--- src/rtl/paddle_input_sched_if.sv ---
// paddle_input_sched_if: move-command valid/ready channel between the scheduler and the game logic
interface paddle_input_sched_if;
    logic cmd_valid;
    logic cmd_ready;
    logic cmd_player;
    logic cmd_dir;
    modport master(output cmd_valid, cmd_player, cmd_dir, input cmd_ready);
    modport slave(input cmd_valid, cmd_player, cmd_dir, output cmd_ready);
endinterface

--- src/rtl/paddle_input_sched.sv ---
// paddle_input_sched: keypad hits -> debounced, auto-repeating paddle moves, round-robin between two players
// Optional macro REPEAT_ACCEL_EN: halves the repeat interval after the 4th repeat of a held key.
module paddle_input_sched #(
    parameter logic [15:0] DEBOUNCE_CYC = 16'd50000,
    parameter logic [15:0] REPEAT_CYC   = 16'd40000,
    parameter logic [7:0]  HOLD_WIN     = 8'd8,
    parameter logic [3:0]  P1_UP_KEY    = 4'd1,
    parameter logic [3:0]  P1_DN_KEY    = 4'd7,
    parameter logic [3:0]  P2_UP_KEY    = 4'd10,
    parameter logic [3:0]  P2_DN_KEY    = 4'd12
) (
    input  logic                        clk,
    input  logic                        rst_n,
    input  logic                        keypressed,
    input  logic [3:0]                  keys,
    paddle_input_sched_if.master        cmd,
    output logic                        busy
);
    typedef enum logic [1:0] {IDLE, DEBOUNCE, REPEAT} state_t;

    // key index k: bit 1 = player, bit 0 = 1 for down
    logic [3:0][3:0] key_code;
    logic [3:0]      held, conflict, set_ev, pend;
    logic [1:0]      pend_player, sel_key;
    logic            cmd_valid, cmd_player, cmd_dir, rr, pick, handshake;

    assign key_code    = {P2_DN_KEY, P2_UP_KEY, P1_DN_KEY, P1_UP_KEY};
    assign conflict    = {{2{held[3] & held[2]}}, {2{held[1] & held[0]}}};
    assign pend_player = {pend[3] | pend[2], pend[1] | pend[0]};
    assign sel_key     = {cmd_player, ~cmd_dir};
    assign handshake   = cmd_valid & cmd.cmd_ready;
    assign pick        = pend_player[rr] ? rr : ~rr;
    assign busy        = |held;

    assign cmd.cmd_valid  = cmd_valid;
    assign cmd.cmd_player = cmd_player;
    assign cmd.cmd_dir    = cmd_dir;

    for (genvar k = 0; k < 4; k++) begin : g_key
        logic [7:0]  tmr;
        logic [15:0] cnt, cnt_nx, interval;
        state_t      state, state_nx;
        logic        set, pend_r, on_bus;
`ifdef REPEAT_ACCEL_EN
        logic [2:0]  rep, rep_nx;
        assign interval = (rep == 3'd4) ? (REPEAT_CYC >> 1) : REPEAT_CYC;
`else
        assign interval = REPEAT_CYC;
`endif
        assign held[k]   = tmr != 8'd0;
        assign set_ev[k] = set;
        assign pend[k]   = pend_r;
        assign on_bus    = cmd_valid && sel_key == 2'(k);

        // Presence timer: reload on a matching hit, otherwise drain to zero
        always_ff @(posedge clk or negedge rst_n)
            if (!rst_n)
                tmr <= 8'd0;
            else
                tmr <= (keypressed && keys == key_code[k]) ? HOLD_WIN : (held[k] ? tmr - 8'd1 : 8'd0);

        // Debounce/repeat FSM state and counter registers
        always_ff @(posedge clk or negedge rst_n)
            if (!rst_n) begin
                state <= IDLE;
                cnt   <= 16'd0;
`ifdef REPEAT_ACCEL_EN
                rep   <= 3'd0;
`endif
            end else begin
                state <= state_nx;
                cnt   <= cnt_nx;
`ifdef REPEAT_ACCEL_EN
                rep   <= rep_nx;
`endif
            end

        // Next state: release or an up/down conflict always returns to IDLE
        always_comb begin
            state_nx = state;
            cnt_nx   = cnt + 16'd1;
            set      = 1'b0;
            if (!held[k] || conflict[k]) begin
                state_nx = IDLE;
                cnt_nx   = 16'd0;
            end else begin
                case (state)
                    IDLE: begin
                        state_nx = DEBOUNCE;
                        cnt_nx   = 16'd0;
                    end
                    DEBOUNCE: if (cnt == DEBOUNCE_CYC - 16'd1) begin
                        set      = 1'b1;
                        state_nx = REPEAT;
                        cnt_nx   = 16'd0;
                    end
                    REPEAT: if (cnt == interval - 16'd1) begin
                        set    = 1'b1;
                        cnt_nx = 16'd0;
                    end
                    default: begin
                        state_nx = IDLE;
                        cnt_nx   = 16'd0;
                    end
                endcase
            end
`ifdef REPEAT_ACCEL_EN
            rep_nx = (state_nx == IDLE) ? 3'd0 : (state == REPEAT && set && rep != 3'd4) ? rep + 3'd1 : rep;
`endif
        end

        // Pending flag: a new set beats a grant; release drops it unless it is the command on the bus
        always_ff @(posedge clk or negedge rst_n)
            if (!rst_n)
                pend_r <= 1'b0;
            else
                pend_r <= set ? 1'b1 : ((on_bus && handshake) || (!held[k] && !on_bus)) ? 1'b0 : pend_r;
    end

    // Command register and round-robin pointer; payload frozen while waiting for ready
    always_ff @(posedge clk or negedge rst_n)
        if (!rst_n) begin
            cmd_valid  <= 1'b0;
            cmd_player <= 1'b0;
            cmd_dir    <= 1'b0;
            rr         <= 1'b0;
        end else if (cmd_valid) begin
            if (handshake) begin
                cmd_valid <= 1'b0;
                rr        <= ~cmd_player;
            end
        end else if (|pend_player) begin
            cmd_valid  <= 1'b1;
            cmd_player <= pick;
            cmd_dir    <= pick ? pend[2] : pend[0];
        end
endmodule
--- src/flat_wrapper.sv ---
// flat-port wrapper written by rule: the top's interface ports become plain ports
module paddle_input_sched_flat 
#(
    parameter logic [15:0] DEBOUNCE_CYC = 16'd50000,
    parameter logic [15:0] REPEAT_CYC   = 16'd40000,
    parameter logic [7:0]  HOLD_WIN     = 8'd8,
    parameter logic [3:0]  P1_UP_KEY    = 4'd1,
    parameter logic [3:0]  P1_DN_KEY    = 4'd7,
    parameter logic [3:0]  P2_UP_KEY    = 4'd10,
    parameter logic [3:0]  P2_DN_KEY    = 4'd12
)
  (clk, rst_n, keypressed, keys, busy, cmd_cmd_valid, cmd_cmd_player, cmd_cmd_dir, cmd_cmd_ready);
  paddle_input_sched_if cmd_i ();
  input  logic clk;
  input  logic rst_n;
  input  logic keypressed;
  input  logic [3:0] keys;
  output logic busy;
  output wire logic [$bits(cmd_i.cmd_valid)-1:0] cmd_cmd_valid;
  output wire logic [$bits(cmd_i.cmd_player)-1:0] cmd_cmd_player;
  output wire logic [$bits(cmd_i.cmd_dir)-1:0] cmd_cmd_dir;
  input wire logic [$bits(cmd_i.cmd_ready)-1:0] cmd_cmd_ready;
  assign cmd_cmd_valid = cmd_i.cmd_valid;
  assign cmd_cmd_player = cmd_i.cmd_player;
  assign cmd_cmd_dir = cmd_i.cmd_dir;
  assign cmd_i.cmd_ready = cmd_cmd_ready;
  paddle_input_sched #(.DEBOUNCE_CYC(DEBOUNCE_CYC), .REPEAT_CYC(REPEAT_CYC), .HOLD_WIN(HOLD_WIN), .P1_UP_KEY(P1_UP_KEY), .P1_DN_KEY(P1_DN_KEY), .P2_UP_KEY(P2_UP_KEY), .P2_DN_KEY(P2_DN_KEY)) u_core (.clk(clk), .rst_n(rst_n), .keypressed(keypressed), .keys(keys), .cmd(cmd_i), .busy(busy));
endmodule
--- config.mk ---
export PLATFORM = sky130hd
export DESIGN_NAME = paddle_input_sched_flat
export DESIGN_NICKNAME = d
export VERILOG_FILES = /design/src/rtl/paddle_input_sched_if.sv /design/src/rtl/paddle_input_sched.sv /design/src/flat_wrapper.sv
export SDC_FILE = /design/constraint.sdc
export NUM_CORES = 1
export LEC_CHECK = 0
export ABC_AREA = 1
export ABC_CLOCK_PERIOD_IN_PS = 1750
export BUFFER_PORTS_ARGS = -buffer_cell sky130_fd_sc_hd__buf_4
export CORE_MARGIN = 5
export CORE_UTILIZATION = 35
export DETAILED_ROUTE_END_ITERATION = 10
export HOLD_SLACK_MARGIN = 0.12
export PLACE_DENSITY_LB_ADDON = 0.08
export SLEW_MARGIN = 20
export SYNTH_ARGS = -nofsm -noshare
export SYNTH_HDL_FRONTEND = slang
export SYNTH_SLANG_ARGS = --single-unit
--- constraint.sdc ---
create_clock -name clk -period 1.75 [get_ports clk]
set_input_delay 0.2625 -clock clk [delete_from_list [all_inputs] [get_ports clk]]
set_output_delay 0.2625 -clock clk [all_outputs]
set_load 0.02 [all_outputs]
Yosys cells after proc, flatten, opt, wreduce, memory -nomap -nowiden
Cells that the tools add are included.
{"block": "totals", "ff_bits": 112, "inputBits": 8, "out_inout_bits": 4, "elab_cells": 189}
{"block": "op_classes", "addsub": 8, "order_cmp": 1, "eq_ne": 31, "muxes": 67, "n_bitwise": 9, "reduce_logical": 53}
{"cell": "16-bit two-way mux", "count": 12}
{"cell": "16-bit == test, second input constant", "count": 8}
{"cell": "16-bit one-hot mux with 2 select lines", "count": 4}
{"cell": "16-bit by 1-bit adder with 16-bit output, second input constant", "count": 4}
{"cell": "8-bit two-way mux", "count": 8}
{"cell": "8-bit nonzero test", "count": 4}
{"cell": "8-bit by 1-bit subtractor with 8-bit output, second input constant", "count": 4}
{"cell": "1-bit two-way mux", "count": 27}
{"cell": "2-bit one-hot mux with 3 select lines", "count": 4}
{"cell": "1-bit logical AND", "count": 16}
{"cell": "2-bit two-way mux", "count": 8}
{"cell": "2-bit == test, second input constant", "count": 6}
{"cell": "3-bit by 1-bit inequality test with 1-bit output, second input constant", "count": 4}
{"cell": "2-bit AND reduction", "count": 6}
{"cell": "2-bit by 1-bit == test with 1-bit output, second input constant", "count": 5}
{"cell": "2-bit zero test", "count": 5}
{"cell": "4-bit == test, second input constant", "count": 2}
{"cell": "1-bit zero test", "count": 8}
{"cell": "1-bit logical OR", "count": 8}
{"cell": "2-bit by 1-bit inequality test with 1-bit output, second input constant", "count": 4}
{"cell": "1-bit one-hot mux with 2 select lines", "count": 4}
{"cell": "2-bit nonzero test", "count": 4}
{"cell": "4-bit by 1-bit == test with 1-bit output, second input constant", "count": 1}
{"cell": "4-bit by 3-bit == test with 1-bit output, second input constant", "count": 1}
{"cell": "other kinds (6)", "count": 12}

Depth between registers and ports, before layout
Gate-level depths: netlist of run 1.
{"block": "logic_depth", "depth_word": 8, "depth_mapped": 11, "ltp_nobuf": 10}

Worst setup path before layout of run 1
Ideal clock, no wire load.
{"block": "synth_path", "path_type": "reg2reg", "startpoint": "reg u_core.g_key[0].cnt[0]", "endpoint": "reg u_core.g_key[0].cnt[9]", "setup_ps": 128, "arrival_ps": 1419, "required_ps": 1622, "path_slack_ps": 203, "stages_incl_launch_ff": 10, "n_path_buf": 1, "period_less_slack_ps": 1547, "path_cell_list": "dfrtp_1 > ha_1 > nand2_1 > nor3_4 > inv_1 > nor2_1 > nand2_1 > nand3_4 > buf_12 > nor2_4"}
{"block": "synth_between", "elab_chain_cells": 4, "elab_cells_between_ends": 7, "cone_classes": "1 x add/sub; 2 x eq/ne; 4 x mux"}
{"element": "from (decl)", "line_no": "paddle_input_sched.sv:41", "source": "logic [15:0] cnt, cnt_nx, interval;"}
{"element": "from (signal assigned)", "line_no": "paddle_input_sched.sv:72", "source": "cnt <= cnt_nx;"}
{"element": "16-bit by 1-bit adder with 16-bit output, or another cell as far along", "line_no": "paddle_input_sched.sv:81", "source": "cnt_nx = cnt + 16'd1;"}
{"element": "16-bit two-way mux (on tied branches)", "line_no": "paddle_input_sched.sv:97, paddle_input_sched.sv:92"}
{"element": "16-bit one-hot mux with 2 select lines (*)", "line_no": "paddle_input_sched.sv:87", "source": "case (state)"}
{"element": "16-bit two-way mux (*)", "line_no": "paddle_input_sched.sv:83", "source": "if (!held[k] || conflict[k]) begin"}
{"element": "via u_core.g_key[0].cnt_nx[9]", "line_no": "paddle_input_sched.sv:41"}
The timed path passes the listed nets; every way through them passes the cells marked *.
A chain may end at the register's enable or synchronous reset.

Worst setup path in the final report of run 1
{"block": "layout_path", "startpoint": "reg u_core.g_key[3].tmr[1]", "endpoint": "out busy"}
{"block": "layout_between", "elab_chain_cells": 2}
{"element": "from (decl)", "line_no": "paddle_input_sched.sv:40", "source": "logic [7:0] tmr;"}
{"element": "from (signal assigned)", "line_no": "paddle_input_sched.sv:60", "source": "tmr <= (keypressed && keys == key_code[k]) ? HOLD_WIN : (held[k] ? tmr - 8'd1 : 8'd0);"}
{"element": "8-bit nonzero test", "line_no": "paddle_input_sched.sv:50", "source": "assign held[k] = tmr != 8'd0;"}
{"element": "4-bit OR reduction", "line_no": "paddle_input_sched.sv:33", "source": "assign busy = |held;"}
{"element": "to (decl)", "line_no": "flat_wrapper.sv:18", "source": "output logic busy;"}
Every way passes these cells.

==> results of run 1 <==
[cells in the final DEF, fill, tap and decap left out, types with 2 or more instances in the layout]
cell type	netlist	routed
ha_1	28	23
ha_4	0	3
buf_12	2	6
nor2_2	13	20
nor3_4	4	4
buf_6	1	2
nor3_1	23	23
xnor2_1	16	16
nand3_1	58	58
nand4_1	19	19
nor2_4	26	32
nand2_4	3	6
clkbuf_16	0	10
dfrtp_1	112	111
o211ai_1	4	4
nor3_2	2	2
xor2_1	48	47
clkinv_4	0	2
inv_1	105	97
nor2_8	3	3
o21ai_0	13	13
nand2_2	10	9
nor2_1	156	143
a21oi_1	5	5
buf_4	1	44
ha_2	0	2
inv_2	3	10
nand3_4	2	2
dlygate4sd3_1	0	2
nand2_1	156	154
[cell families after synthesis]
family / after synthesis / share of synthesized area
buf+inv: 113 / 0.0704
flops: 112 / 0.419
fa+ha+maj: 28 / 0.0524
compound gates: 25 / 0.0212
xor+xnor: 64 / 0.0839
simple gates: 476 / 0.353
[worst register-to-register path: cells and delay by family, from the launching register on]
family / cells / cell delay (ns)
adders and majority gates: 1 / 0.14
buffers and inverters: 4 / 0.48
DFF: 1 / 0.39
and+or+nand+nor: 5 / 0.65
[repair_timing]
| item | in CTS | in global routing |
|---|---|---|
| endpoints found under the setup margin | 14 | 45 |
| setup buffers | 3 | 17 |
| endpoints found under the hold margin | 25 | 0 |
| hold buffers | 2 | 0 |
| gates resized for setup | 16 | 33 |
| cloned | 0 | 1 |
| pin swaps | 6 | 15 |
[cells in the mapped netlist (3+ instances only)]
cell type / n
nor2_2: 13
nand3_1: 58
nor2_8: 3
nor3_4: 4
xnor2_1: 16
nand2_4: 3
inv_2: 3
nand2_2: 10
nand2_1: 156
xor2_1: 48
o211ai_1: 4
ha_1: 28
nor2_4: 26
nor2_1: 156
inv_1: 105
a21oi_1: 5
nor3_1: 23
nand4_1: 19
o21ai_0: 13
dfrtp_1: 112
[area by class of cell]
cell class / instances / area, um^2
Tap cell: 234 / 293
Timing Repair Buffer: 56 / 533
Inverter: 109 / 419
Fill cell: 1928 / 10900
Clock inverter: 6 / 68.8
Sequential cell: 112 / 2800
Clock buffer: 10 / 229
Multi-Input combinational cell: 593 / 3540
[how the worst max path moves through the flow]
stage / start / end / slack (ns) / depth (start not counted)
after global routing: u_core.g_key[2].tmr[1] / busy / -0.15 / 8
after global placement: u_core.g_key[2].tmr[0] / u_core.g_key[3].cnt[12] / 0.03 / 8
after CTS: u_core.g_key[3].tmr[1] / busy / -0.14 / 8
final: u_core.g_key[3].tmr[1] / busy / -0.06 / 8
after detailed placement: u_core.g_key[2].tmr[0] / u_core.g_key[3].cnt[3] / -0.01 / 8
after floorplan: u_core.g_key[0].cnt[0] / u_core.g_key[0].cnt[9] / 0.20 / 9
[flip-flops by register name (all words and copies together) (netlist names)]
signal	cells
u_core.cmd.cmd_valid	1
u_core.cmd.cmd_player	1
u_core.g_key.state	8
u_core.rr	1
u_core.g_key.tmr	32
u_core.cmd.cmd_dir	1
u_core.g_key.pend_r	4
u_core.g_key.cnt	64
[per-stage QoR]
| step | worst slack, ns | utilization | instances |
|---|---|---|---|
| floorplan | 0.203 | - | 818 |
| global placement | 0.0331 | 0.386 | 1081 |
| detailed placement | -0.00992 | 0.386 | 1081 |
| CTS | -0.138 | 0.406 | 1102 |
| global route | -0.154 | 0.420 | 1120 |
| finish | -0.0602 | 0.420 | 1120 |
[power breakdown]
part	leakage [nW]	switching, mW	internal, mW	total (mW)
combinational	1.89	1.30	1.05	2.35
sequential	1.50	0.439	3.04	3.48
clock	0.143	0.995	1.12	2.12
[layer usage]
layer	up-vias	routed length, um
li1	2664	-
met1	2391	6700
met2	58	6350
met3	14	296
met4	0	227
met5	-	0
==> results.yml, run 1 <==
status:
  status: "finished, violations left"
  violations: "setup timing"
synth:
  ys_seq_area_frac: 0.419
  synth_top_flop_cell: "dfrtp_1"
  async_flop_share: 1.00
  synthTopCellsByArea: "dfrtp_1 42%, nand2_1 8.8%, nor2_1 8.8%"
  ys_ff_latch: 112
  synth_cell_types: 30
  yosys.area.top_type: "dfrtp_1"
  synth_edf_count: 0
  synth_area_um2: 6680
  syn_area_per_cell_um2: 8.17
  yosysWarnings: 0
  yosys.area.top_type_share: 0.419
  synthesis.nets: 854
  synth_cells: 818
critical_path:
  path_buf_inv: 3
  reg2reg_slack_ns: 0.04
  path_cells: "inv_2 > ha_4 > inv_2 > nor2_4 > nand2_4 > nor2_8 > nand4_1 > buf_6"
  crit_top_cell: "inv_2"
  startpoint_type: "flip-flop"
  crit_type: "reg2out"
  cp_slowest_stage_delay_ns: 0.39
  required_ns: 1.49
  critPathTopFamily: "flip-flops"
  rr_endpoint: "u_core.g_key[1].cnt[9]"
  r2r_start: "u_core.g_key[0].tmr[1]"
  reg2reg_depth: 10
  slowest_stage: "dfrtp_1"
  crit_fanout: 2
  crit_arrival_ns: 1.55
  critPathCaptureType: "primary output"
detailed_routing:
  wl_per_cell_um: 12.1
  drt-pass1-iter-count: 6
  num_vias: 5127
  drt_iter0_drc: 233
  ant_nets: 0
  wl_um: 13600
  route.detailed.drc: 0
  viasPerCell: 4.58
floorplan:
  die-area_um2: 22000
  core_um2: 18800
  ioPinCount: 12
  rows: 50
  start_util: 0.356
  fp.dieH_um: 148
  fp.dieW_um: 148
placed_design:
  gp_congestion: 0.808
  dpl.hpwl_um: 9930
  placed_area_um2: 7240
  io_buffers: 11
cts:
  clockBufferDepth: 2
  clockRootBuffer: "clkbuf_16"
  clk_pin_slew_worst_paths_ns: 0.08
  clock_latency_ns: 0.35
  h-tree-depth: 3
  cts-buffers-inserted: 9
  clock_sinks: 112
  cts_tree: "built"
power:
  leakage_nw: 3.54
  power.density_nw_per_um2: 1010
  finalPower_mw: 7.94
  ir_drop_v: 0.000567
hold_path:
  hold_path_class: "in2reg"
  hold_start: "keys[2]"
  min_to: "u_core.g_key[2].tmr[3]"
  hold_depth: 4
sta:
  period_share: 1.03
  slew_headroom: 0.723
  holdWs_ns: 0.256
  finalHoldViolations: 0
  finClkSkew_ns: 0.0125
  fin_setup_tns_ns: -0.0602
  fin_crit_ns: 1.81
  fmax_ghz: 0.552
  setup_viol: 1
  layout_setup_ws_ns: -0.0602
  drv_slew: 0
  worst_pin_slew_ns: 0.416
  rsz0062_at_grt: "true"
global_routing:
  grt_use_met2: 0.211
  top_usage_layer: "met2"
  track_usage: 0.129
  grtUsageMet3: 0.0186
  antenna_found_initial: 0
  grt_pass1_vias: 5146
  grt_pass1_wl_um: 23600
  grt_remaining_overflow: 0
  grt_max_degree: 37
  grt_use_met1: 0.173
final_layout:
  area_growth_pct: 18.0
  num_antenna_cells: 0
  final_nets: 917
  drive_above_1_share: 0.188
  design_area_um2: 7890
flow_run:
  maxCapViolCount: 0
Note: power is estimated with default switching activity, not from simulation.
==> run 2: changes to the inputs <==
--- a/config.mk
+++ b/config.mk
@@ -6,13 +6,14 @@
 export NUM_CORES = 1
 export LEC_CHECK = 0
 export ABC_AREA = 1
-export ABC_CLOCK_PERIOD_IN_PS = 1750
 export BUFFER_PORTS_ARGS = -buffer_cell sky130_fd_sc_hd__buf_4
+export CORE_ASPECT_RATIO = 0.9
 export CORE_MARGIN = 5
 export CORE_UTILIZATION = 35
 export DETAILED_ROUTE_END_ITERATION = 10
 export HOLD_SLACK_MARGIN = 0.12
 export PLACE_DENSITY_LB_ADDON = 0.08
+export SETUP_SLACK_MARGIN = 0.15
 export SLEW_MARGIN = 20
 export SYNTH_ARGS = -nofsm -noshare
 export SYNTH_HDL_FRONTEND = slang
==> results.yml, run 2 (synthesized netlist as in run 1, its figures left out) <==
cts:
  cts_tree: "built"
  cts-buffers-inserted: 9
  clockRootBuffer: "clkbuf_16"
  h-tree-depth: 3
  clock_sinks: 112
  clock_latency_ns: 0.36
  clockBufferDepth: 2
  clk_pin_slew_worst_paths_ns: 0.08
critical_path:
  startpoint_type: "flip-flop"
  required_ns: 2.05
  path_cells: "inv_2 > ha_4 > inv_4 > nor2_4 > buf_4 > buf_4 > buf_4 > nand4_4 > buf_6 > nand2_4 > nor2_4 > nand2_4 > buf_12 > nor2_2"
  crit_top_cell: "buf_4"
  crit_arrival_ns: 2.15
  crit_type: "reg2reg"
  critPathTopFamily: "buffers and inverters"
  cp_slowest_stage_delay_ns: 0.37
  path_buf_inv: 7
  critPathCaptureType: "flip-flop"
  crit_fanout: 7
  slowest_stage: "dfrtp_1"
detailed_routing:
  wl_um: 14500
  drt_iter0_drc: 244
  viasPerCell: 4.58
  route.detailed.drc: 0
  ant_nets: 0
  wl_per_cell_um: 12.5
  num_vias: 5283
  drt-pass1-iter-count: 4
placed_design:
  placed_area_um2: 7260
  io_buffers: 11
  dpl.hpwl_um: 10000
  placed_cells: 1097
  gp_congestion: 0.828
  pre_cts_slack_ns: 0.0550
global_routing:
  grt_pass1_vias: 5370
  grt_remaining_overflow: 0
  antenna_found_initial: 0
  grt_max_degree: 39
  track_usage: 0.137
  grt_pass1_wl_um: 24800
final_layout:
  drive_above_1_share: 0.237
  largest_register_ff_count: 64
  final_cell_mix: "147 x nand2_1, 126 x nor2_1, 112 x dfrtp_1"
  final_nets: 934
  largestRegisters: "u_core.g_key.cnt: 64 flops, u_core.g_key.tmr: 32 flops, u_core.g_key.state: 8 flops"
  final.fill_count: 1921
  regMostFlops: "u_core.g_key.cnt"
  fin_util: 0.438
  mostFrequentLayoutCell: "nand2_1"
  design_area_um2: 8310
  finalNonFillerCells: 1153
  area_growth_pct: 24.3
  num_antenna_cells: 0
floorplan:
  die-area_um2: 22000
  fp.dieW_um: 156
  fp.dieH_um: 141
  start_util: 0.352
  ioPinCount: 12
  rows: 48
  core_um2: 19000
power:
  power.density_nw_per_um2: 995
  switching_share: 0.348
  power_frac_comb: 0.318
  internal_power_mw: 5.40
  p_seq_frac: 0.417
  ir_drop_v: 0.000778
  leakage_nw: 3.67
  clkPwrFrac: 0.265
  switching_power_mw: 2.88
sta:
  slew_headroom: 0.757
  drv_slew: 0
  worst_pin_slew_ns: 0.364
  fin_crit_ns: 1.85
  fmax_ghz: 0.541
  setup_viol: 28
  fin_setup_tns_ns: -1.65
  finClkSkew_ns: 0.0128
  layout_setup_ws_ns: -0.0991
  period_share: 1.06
  rsz0062_at_grt: "true"
  finalHoldViolations: 0
hold_path:
  hold_path_class: "in2reg"
status:
  status: "finished, violations left"
  violations: "setup timing"
flow_run:
  maxCapViolCount: 0
-- run 2: cell types whose count changed in the layout (fill, tap and decap cells not counted), moves of 4 or more --
cell,previous run,this run
buf_4,44,52
buf_6,2,9
nand2_1,154,147
nand2_2,9,13
nor2_1,143,126
nor2_2,20,24
nor2_4,32,45
-- run 2: area by class of cell --
| class | instances | area (um^2) | share of cell area |
|---|---|---|---|
| clock inverter | 7 | 88.8 | 0.0107 |
| timing repair buffer | 72 | 712 | 0.0857 |
| clock buffer | 9 | 225 | 0.0271 |
| sequential | 112 | 2800 | 0.337 |
| multi-input combinational | 594 | 3750 | 0.451 |
| tap | 250 | 313 | 0.0376 |
| inverter | 109 | 422 | 0.0507 |
-- run 2: final timing paths --
kind                                             start  cells after the start  slack [ns]                      end
worst max register to register  u_core.g_key[2].tmr[0]                     14        -0.1  u_core.g_key[2].cnt[11]
worst max-delay path            u_core.g_key[2].tmr[0]                     14        -0.1  u_core.g_key[2].cnt[11]
min in group asynchronous                        rst_n                      2        0.34  u_core.g_key[0].cnt[11]
worst min-delay path                           keys[2]                      4        0.26   u_core.g_key[2].tmr[3]
worst min register to register  u_core.g_key[0].tmr[0]                      1        0.45   u_core.g_key[0].tmr[0]
max in group asynchronous                        rst_n                      3        0.76   u_core.g_key[3].cnt[8]
-- run 2: worst register-to-register path, stage by stage (launching register included) --
cell and delay [ns]:
dfrtp_1 0.37, inv_2 0.06, ha_4 0.16, inv_4 0.05
nor2_4 0.03, buf_4 0.13, buf_4 0.12, buf_4 0.13
nand4_4 0.09, buf_6 0.12, nand2_4 0.06, nor2_4 0.13
nand2_4 0.09, buf_12 0.16, nor2_2 0.10
-- run 2: power by group through the flow --
stage,Sequential (mW),Combinational [mW],Clock (mW)
after floorplan,3.45,1.50,0
after global routing,3.52,2.96,2.41
after detailed placement,3.49,1.98,0
after CTS,3.45,2.48,2.31
after global placement,3.49,1.94,0
final,3.45,2.63,2.19
-- run 2: routing by layer --
layer	vias to the layer above	track usage	part of all wire	wire length [um]
li1	2707	-	-	-
met1	2513	0.173	0.46	6700
met2	50	0.236	0.50	7210
met3	13	0.0350	0.026	375
met4	0	0.0299	0.012	167
met5	-	0	0	0
-- run 2: through the flow --
stage / hold WS (ns) / power, mW
floorplan: -0.0331 / 4.95
CTS: 0.233 / 8.24
finish: 0.263 / 8.27
global placement: 0.189 / 5.43
global route: 0.266 / 8.89
detailed placement: 0.193 / 5.47
-- run 2: repair_timing --
action	CTS	global route
setup buffers	24	10
endpoints found under the hold margin	43	0
endpoints found under the setup margin	68	87
cloned	2	2
resized for setup	53	56
pin swaps	16	14
hold buffers	2	0
